<file path="src/rtl/ram_tester_pkg.sv">
// ram_tester_pkg -- shared types and constants for the RAM tester.
//   state_e : FSM state encoding (IDLE, WRITE, READ, DRAIN, DONE)
//   ERR_W   : width of the mismatch counter
//   ERR_MAX : saturation value of the mismatch counter
//   sat_inc : saturating increment of the mismatch counter
package ram_tester_pkg;

    typedef enum logic [2:0] {
        S_IDLE  = 3'd0,
        S_WRITE = 3'd1,
        S_READ  = 3'd2,
        S_DRAIN = 3'd3,
        S_DONE  = 3'd4
    } state_e;

    localparam int              ERR_W   = 16;
    localparam logic [ERR_W-1:0] ERR_MAX = 16'hFFFF;

    function automatic logic [ERR_W-1:0] sat_inc(input logic [ERR_W-1:0] v);
        return (v == ERR_MAX) ? v : v + ERR_W'(1);
    endfunction

endpackage

</file>
<file path="src/rtl/ram_tester_dly.sv">
// ram_tester_dly -- RD_LAT-deep delay line carrying the read-valid flag, the
// expected data and the address of each issued read, so that they line up
// with the RAM's rdata.
// Ports:
//   clk, rst        : clock, asynchronous active-high reset
//   flush           : drop everything in flight, including the current input
//   in_valid/exp/addr  : read issued this cycle
//   out_valid/exp/addr : same read, RD_LAT cycles later
module ram_tester_dly #(
    parameter int RD_LAT = 1,
    parameter int ADDR_W = 8,
    parameter int DATA_W = 8
) (
    input  logic              clk,
    input  logic              rst,
    input  logic              flush,
    input  logic              in_valid,
    input  logic [DATA_W-1:0] in_exp,
    input  logic [ADDR_W-1:0] in_addr,
    output logic              out_valid,
    output logic [DATA_W-1:0] out_exp,
    output logic [ADDR_W-1:0] out_addr
);

    logic [RD_LAT-1:0] vld_q;
    logic [DATA_W-1:0] exp_q [RD_LAT];
    logic [ADDR_W-1:0] adr_q [RD_LAT];

    always_ff @(posedge clk or posedge rst) begin
        if (rst) begin
            vld_q <= '0;
            for (int i = 0; i < RD_LAT; i++) begin
                exp_q[i] <= '0;
                adr_q[i] <= '0;
            end
        end else begin
            vld_q[0] <= in_valid && !flush;
            exp_q[0] <= in_exp;
            adr_q[0] <= in_addr;
            for (int i = 1; i < RD_LAT; i++) begin
                vld_q[i] <= vld_q[i-1] && !flush;
                exp_q[i] <= exp_q[i-1];
                adr_q[i] <= adr_q[i-1];
            end
        end
    end

    assign out_valid = vld_q[RD_LAT-1];
    assign out_exp   = exp_q[RD_LAT-1];
    assign out_addr  = adr_q[RD_LAT-1];

endmodule

</file>
<file path="src/rtl/ram_tester.sv">
// ram_tester -- march-style RAM tester. Each pass writes seed+addr to every
// address, reads every address back and compares against the same pattern,
// then advances the seed by STEP.
// Optional feature: define RAM_TESTER_STOP_ON_ERR_EN to end the run on the
// first mismatch.
// Ports:
//   clk, rst       : clock, asynchronous active-high reset
//   start, stop    : run requests (see below)
//   wren/addr/wdata: RAM write/address bus, rdata: RAM read data (RD_LAT later)
//   busy, done     : run active / one-cycle end-of-run pulse
//   pass, err_cnt, fail_addr : results of the last run
//   state_dbg      : current FSM state
// Request semantics: start is a single-cycle request honoured only in IDLE;
// stop is sampled every busy cycle and remembered until the current pass
// ends. There is no back-pressure on the RAM side: one access per cycle.
module ram_tester
    import ram_tester_pkg::*;
#(
    parameter int ADDR_W     = 8,
    parameter int DATA_W     = 8,
    parameter int RD_LAT     = 1,
    parameter int STEP       = 128,
    parameter int NUM_PASSES = 0
) (
    input  logic              clk,
    input  logic              rst,
    input  logic              start,
    input  logic              stop,
    output logic              wren,
    output logic [ADDR_W-1:0] addr,
    output logic [DATA_W-1:0] wdata,
    input  logic [DATA_W-1:0] rdata,
    output logic              busy,
    output logic              done,
    output logic              pass,
    output logic [ERR_W-1:0]  err_cnt,
    output logic [ADDR_W-1:0] fail_addr,
    output state_e            state_dbg
);

    localparam logic [DATA_W-1:0] STEP_V = DATA_W'(STEP);
`ifdef RAM_TESTER_STOP_ON_ERR_EN
    localparam bit STOP_ON_ERR = 1'b1;
`else
    localparam bit STOP_ON_ERR = 1'b0;
`endif

    state_e            state, state_nxt;
    logic [ADDR_W-1:0] addr_q;
    logic [DATA_W-1:0] seed_q;
    logic [2:0]        drain_q;
    logic [15:0]       pass_cnt_q;
    logic              stop_seen_q;
    logic [ERR_W-1:0]  err_q, err_nxt;
    logic [ADDR_W-1:0] fail_q;
    logic              pass_q;

    logic              dly_valid;
    logic [DATA_W-1:0] dly_exp;
    logic [ADDR_W-1:0] dly_addr;
    logic [DATA_W-1:0] pattern;
    logic              mismatch, abort, last_addr, drain_last, last_pass, enter_done;

    assign pattern    = seed_q + DATA_W'(addr_q);
    assign last_addr  = (addr_q == '1);
    assign drain_last = (drain_q == 3'(RD_LAT - 1));
    assign last_pass  = (NUM_PASSES != 0) && ((pass_cnt_q + 16'd1) == 16'(NUM_PASSES));
    assign mismatch   = dly_valid && (rdata != dly_exp);
    assign abort      = STOP_ON_ERR && mismatch;
    assign err_nxt    = mismatch ? sat_inc(err_q) : err_q;

    ram_tester_dly #(
        .RD_LAT (RD_LAT),
        .ADDR_W (ADDR_W),
        .DATA_W (DATA_W)
    ) u_dly (
        .clk       (clk),
        .rst       (rst),
        .flush     (abort),
        .in_valid  (state == S_READ),
        .in_exp    (pattern),
        .in_addr   (addr_q),
        .out_valid (dly_valid),
        .out_exp   (dly_exp),
        .out_addr  (dly_addr)
    );

    always_ff @(posedge clk or posedge rst) begin
        if (rst) state <= S_IDLE;
        else     state <= state_nxt;
    end

    always_comb begin
        state_nxt = state;
        case (state)
            S_IDLE:  if (start) state_nxt = S_WRITE;
            S_WRITE: if (last_addr) state_nxt = S_READ;
            S_READ: begin
                if (abort)          state_nxt = S_DONE;
                else if (last_addr) state_nxt = S_DRAIN;
            end
            S_DRAIN: begin
                if (abort) state_nxt = S_DONE;
                else if (drain_last)
                    state_nxt = (stop_seen_q || stop || last_pass) ? S_DONE : S_WRITE;
            end
            S_DONE:  state_nxt = S_IDLE;
            default: state_nxt = S_IDLE;
        endcase
    end

    assign enter_done = (state_nxt == S_DONE) && (state != S_DONE);

    always_ff @(posedge clk or posedge rst) begin
        if (rst) begin
            addr_q      <= '0;
            seed_q      <= '0;
            drain_q     <= '0;
            pass_cnt_q  <= '0;
            stop_seen_q <= 1'b0;
            err_q       <= '0;
            fail_q      <= '0;
            pass_q      <= 1'b0;
        end else begin
            case (state)
                S_IDLE: begin
                    if (start) begin
                        addr_q      <= '0;
                        seed_q      <= '0;
                        drain_q     <= '0;
                        pass_cnt_q  <= '0;
                        stop_seen_q <= 1'b0;
                        err_q       <= '0;
                        fail_q      <= '0;
                        pass_q      <= 1'b0;
                    end
                end
                // The natural wrap from all-ones to zero coincides with the
                // phase change, so the counter never leaves the address range.
                S_WRITE: addr_q <= addr_q + ADDR_W'(1);
                S_READ:  addr_q <= abort ? '0 : addr_q + ADDR_W'(1);
                S_DRAIN: begin
                    if (drain_last || abort) begin
                        drain_q <= '0;
                        if (!abort) begin
                            seed_q     <= seed_q + STEP_V;
                            pass_cnt_q <= pass_cnt_q + 16'd1;
                        end
                    end else begin
                        drain_q <= drain_q + 3'd1;
                    end
                end
                default: ;
            endcase

            if (busy && stop) stop_seen_q <= 1'b1;

            if (mismatch) begin
                err_q <= err_nxt;
                if (err_q == '0) fail_q <= dly_addr;
            end

            // Use the count including this cycle's compare so pass is valid
            // together with the done pulse.
            if (enter_done) pass_q <= (err_nxt == '0);
        end
    end

    assign busy      = (state == S_WRITE) || (state == S_READ) || (state == S_DRAIN);
    assign done      = (state == S_DONE);
    assign wren      = (state == S_WRITE);
    assign addr      = addr_q;
    assign wdata     = wren ? pattern : '0;
    assign pass      = pass_q;
    assign err_cnt   = err_q;
    assign fail_addr = fail_q;
    assign state_dbg = state;

endmodule

</file>
<file path="config.mk">
export PLATFORM = sky130hd
export DESIGN_NAME = ram_tester
export DESIGN_NICKNAME = d
export VERILOG_FILES = /design/src/rtl/ram_tester_pkg.sv /design/src/rtl/ram_tester_dly.sv /design/src/rtl/ram_tester.sv
export SDC_FILE = /design/constraint.sdc
export NUM_CORES = 1
export LEC_CHECK = 0
export CELL_PAD_IN_SITES_DETAIL_PLACEMENT = 0
export CELL_PAD_IN_SITES_GLOBAL_PLACEMENT = 1
export CORE_AREA = 2 2 86 88
export CTS_BUF_LIST = sky130_fd_sc_hd__clkbuf_4
export DETAILED_ROUTE_END_ITERATION = 8
export DIE_AREA = 0 0 88 90
export GPL_ROUTABILITY_DRIVEN = 0
export MAX_ROUTING_LAYER = met4
export PLACE_DENSITY = 0.94
export SYNTH_ARGS = -nofsm -noshare
export SYNTH_HDL_FRONTEND = slang
export SYNTH_SLANG_ARGS = --single-unit
export TNS_END_PERCENT = 5
</file>
<file path="constraint.sdc">
create_clock -name clk -period 4.8 [get_ports clk]
set_input_delay 0.48 -clock clk [delete_from_list [all_inputs] [get_ports clk]]
set_output_delay 0.48 -clock clk [all_outputs]
set_load 0.05 [all_outputs]
</file>
## Yosys cells after proc, flatten, opt, wreduce, memory -nomap -nowiden

Index checks and enable logic that the tools add are counted.

- Eq/ne operators: 11
- Reductions and logical operators: 25
- $add $sub $neg: 5
- Multiplexer cells: 27

Operator list:

| kind | number |
|---|---|
| $mux W16 | 5 |
| $mux W8 | 7 |
| $logic_not A16 Y1 | 2 |
| $pmux W8 S2 | 2 |
| $mux W3 | 7 |
| $add A16 B1 Y16 const B | 1 |
| $eq A16 B16 Y1 const B | 1 |
| $reduce_bool A2 Y1 | 8 |
| $pmux W3 S4 | 1 |
| $reduce_and A2 Y1 | 5 |
| $add A8 B1 Y8 const B | 1 |
| $add A8 B8 Y8 | 1 |
| $add A8 B8 Y8 const B | 1 |
| $eq A8 B8 Y1 const B | 1 |
| $ne A8 B8 Y1 | 1 |
| $eq A3 B2 Y1 const B | 2 |
| $eq A3 B3 Y1 const B | 2 |
| $logic_not A3 Y1 | 2 |
| $pmux W3 S2 | 1 |
| $mux W1 | 4 |
| $ne A2 B2 Y1 const B | 2 |
| $add A3 B1 Y3 const B | 1 |
| $eq A3 B1 Y1 const B | 1 |
| $logic_and A1 B1 Y1 | 3 |
| 4 further kinds | 6 |

- Register bits after elaboration: 65
- Word-level logic and storage cells: 79
- Bits of input ports: 12
- Output and inout port bits: 47

## Depth between registers and ports, before layout

- Depth in word-level cells: 8
- Gate-level depth with buffers: 9
- Depth with buffers taken out: 9

## Cells and area by module

A second synthesis with hierarchy kept.

- Cell total of the unflattened synthesis: 323
- Area, all modules: 3,011.6 µm²

By module, submodules not included:

| module | area each (µm²) | instances | sequential area each (µm²) | cells an instance |
|---|---|---|---|---|
| ram_tester | 2,568.7 | 1 | 1,026.0 | 304 |
| ram_tester_dly | 442.9 | 1 | 425.4 | 19 |

## Worst setup path after synthesis

No wires, ideal clock.

- Path type: flip-flop to output port
- Start: register state[0] (netlist: state_dbg[0])
- End: output port wdata[7]
- Path buffers: 2
- Arrival time: 2,313 ps
- Stages on the path, launching flop included: 5
- Slack: 2,007 ps
- Data required time: 4,320 ps
- Path through: dfrtp_1 > clkbuf_1 > nor3b_1 > clkbuf_1 > and2_1

- Word-level cells in the longest chain between the ends: 2

Ends and longest elaborated chain:

| what | line | RTL |
|---|---|---|
| from (decl) | ram_tester.sv:48 | `state_e state, state_nxt;` |
| from (signal assigned) | ram_tester.sv:90 | `else state <= state_nxt;` |
| $eq A3 B1 Y1 | ram_tester.sv:171 | `assign wren = (state == S_WRITE);` |
| named net wren | ram_tester.sv:29 | `output logic wren,` |
| $mux W8 | ram_tester.sv:173 | `assign wdata = wren ? pattern : '0;` |
| to (decl) | ram_tester.sv:31 | `output logic [DATA_W-1:0] wdata,` |

The timed path passes the listed nets, and every way through them passes these cells.

## Worst setup path after layout

- Start: register state[1] (netlist: state_dbg[1])
- End: output port wdata[7]

- Word-level cells in the longest chain between the ends: 2

Ends and longest elaborated chain:

| what | line |
|---|---|
| $eq A3 B1 Y1 | ram_tester.sv:171 |
| $mux W8 | ram_tester.sv:173 |

No other way between the ends.

==> flow_summary.yaml <==
sta:
  tns_ns: 0
  rsz0062_at_grt: "no"
  skew_ns: 0.01413
  worstMarginPinSlew_ns: 1.019
  finalCritPeriodShare_pct: 68.94
  finalHoldViolCount: 0
  layout_min_cycle_time_ns: 3.309
  setup_violations: 0
  slew_headroom_pct: 31.92
  max_freq_mhz: 302.2
  slew_viol_final: 0
setup_path:
  worstSetupStartpointType: "flip-flop"
  cpPeakStageDelay_ns: 0.87
  worstReg2RegStart: "err_cnt[0]$_DFFE_PP0P_"
  cp_slowest_cell: "nor3b_1"
  critPathMaxFanout: 12
  crit_type: "flip-flop to output pin"
  arrival_ns: 2.83
  timing.rr.end: "pass$_DFFE_PP0P_"
  cpLargestDelayFamily: "simple AND/OR/NAND/NOR gates"
  reg2reg_depth: 8
  path_depth: 3
  r2r_slack_ns: 2.30
  path_cells: "nor3b_1, and2_1, clkdlybuf4s50_1"
  crit_buf_inv: 1
  cp.required_ns: 4.32
  critPathCaptureType: "output pin"
logic_synthesis:
  yosysTopAreaCellShare_pct: 46.88
  postSynthAreaPerCell_sq_um: 9.254
  synth_seq_area_share_pct: 46.88
  syn_area_sq_mm: 0.002989
  synth_top_cell_by_area: "dfrtp_1"
  ys_ff_latch: 56
  synth_cell_types: 51
  yosysWarnings: 0
  syn-instance-count: 323
  synth_area_leaders: "dfrtp_1 47%, nand2_1 5.5%, o21ai_0 3.9%, nor2_1 3.6%, xor2_1 3.5%"
  syn-num-nets: 340
die:
  dieHeight_microns: 90
  initial_utilization_pct: 42.58
  die_x_microns: 88
  core_sq_mm: 0.007020
  dieArea_sq_mm: 0.007920
  io_pins: 59
  std_cell_rows: 31
detailed_routing:
  wire_per_inst_microns: 14.13
  viasPerCell: 5.178
  route.detailed.drc: 0
  dr.first_iter.drc_count: 171
  firstDrtPassIters: 4
  drt-total-wl_microns: 6601
  antenna_left: 0
  vias: 2418
flow_run:
  max-cap-violations: 0
pwr:
  p_leak_uw: 0.001606
  peakVddDrop_mv: 0.3893
  power_density_mw_per_mm2: 390.9
finish:
  layout_common_cells: "58 x clkdlybuf4s50_1, 56 x dfrtp_1, 44 x nand2_1"
  syn_to_final_growth_pct: 22.98
  nNetsFinal: 384
  final_common_cell: "clkdlybuf4s50_1"
  instances_no_fill: 467
  drive_above_1_share_pct: 7.337
  diodes: 0
  fillers: 630
clocking:
  clk_latency_ns: 0.38
  cts_num_sinks: 56
  clk_path_buf_depth: 2
  cts_hold_buf: 0
  path_clk_slew_ns: 0.17
  cts_resized: 0
  cts_root_buffer: "clkbuf_4"
  numCtsBuffers: 5
  cts_tree: "yes"
  htree_levels: 2
  cts_setup_buffers: 0
grt:
  gr-usage-all-layers_pct: 18.38
  grt_first_pass_wirelength_microns: 11430
  grt_max_degree: 57
  overflow: 0
  grt_pass1_vias: 2284
  grt_antenna_before_repair: 0
worst_hold_path:
  hold_path_depth: 2
  worstHoldStart: "u_dly.out_addr[7]$_DFF_PP0_"
  hp-class: "flip-flop to flip-flop"
  min_to: "fail_addr[7]$_DFF_PP0_"
placed_design:
  numPlacedInstances: 459
  hpwlAfterDp_microns: 4737
  io_buffers: 58
outcome:
  status: "complete, no violations"
[state kept, by name, indices dropped and copies added, names as in the netlist]
signal           flops
err_cnt             16
u_dly.out_valid      1
fail_addr            8
state_dbg            3
u_dly.out_addr       7
u_dly.out_exp        7
pass                 1
seed_q               1
addr                 8
drain_q              3
stop_seen_q          1
[worst max path at each step]
| stage | startpoint | to | slack, ns |
|---|---|---|---|
| floorplan | state_dbg[0]$_DFF_PP0_ | wdata[7] | 2.01 |
| global placement | rdata[5] | err_cnt[12]$_DFFE_PP0P_ | 1.98 |
| detailed placement | state_dbg[0]$_DFF_PP0_ | wdata[7] | 1.92 |
| CTS | state_dbg[0]$_DFF_PP0_ | wdata[7] | 1.46 |
| global route | state_dbg[1]$_DFF_PP0_ | wdata[7] | 1.28 |
| finish | state_dbg[1]$_DFF_PP0_ | wdata[7] | 1.49 |
[cell usage after synthesis (all sizes together)]
cell     number
clkbuf       20
a311oi        3
nor4b         2
nand2b        3
o21a          1
a22oi         1
ha            5
or4           1
a31o          2
or2           4
nor4          6
o21ai        23
or3           1
and4          2
and4b         1
a22o          2
xor2         12
nor3b         3
a21oi        10
and2         10
o2111ai       1
a221o         1
nand4         9
a211o         3
a21boi        2
nand3         8
nor3         10
a31oi         2
nand4b        1
nor2         30
xnor2         8
dfrtp        56
buf           5
and2b         1
nand2        44
and3          5
and3b         2
inv           9
nor2b         1
nand3b        2
a21o          1
mux2i         5
o31ai         5
[power breakdown]
part | leakage [uW] | internal (uW) | switching, uW
clock network | 0.0000356 | 59.6 | 155
logic | 0.000818 | 202 | 393
registers | 0.000752 | 548 | 79.9
total | 0.00161 | 809 | 628
[routing by layer]
metal,GRT usage (%),vias up,part of all wire [%]
met5,-,-,0
met4,4.487,0,1.2
met3,3.949,5,4.4
met2,26.07,52,46
met1,26.90,1153,48
li1,-,1208,-
[cell type report]
class | instances | area, sq um | area share [%]
sequential | 56 | 1401 | 38.12
inverter | 9 | 33.78 | 0.9190
timing repair buffer | 62 | 610.6 | 16.61
clock buffer | 5 | 37.54 | 1.021
tap | 99 | 123.9 | 3.370
multi-input combinational | 233 | 1446 | 39.35
clock inverter | 3 | 22.52 | 0.6127
[stage by stage]
stage               instance area [sq um]  setup WS [ns]  utilization (%)  hold WS, ns  total power, uW
floorplan                            2989          2.007                -       0.4257             1056
global placement                     3616          1.982            51.51       0.4305             1230
detailed placement                   3616          1.919            51.51       0.4380             1237
CTS                                  3676          1.455            52.36       0.4640             1448
global route                         3676          1.280            52.36       0.4913             1517
finish                               3676          1.491            52.36       0.4573             1437
[cell families after synthesis]
family,Yosys count,synth area share (%)
AOI/OAI and AO/OA,57,12.22
adders and majority gates,5,2.093
buffers and inverters,34,4.855
DFF,56,46.88
xor gates and xnor gates,20,5.860
muxes,5,1.674
and+or+nand+nor,146,26.41
[worst min-delay path: stages, from the launching register on]
cell and delay [ns]:
dfrtp_1 0.35, nand2_1 0.04, o21ai_0 0.06
Power figures use the tool's default switching activity.
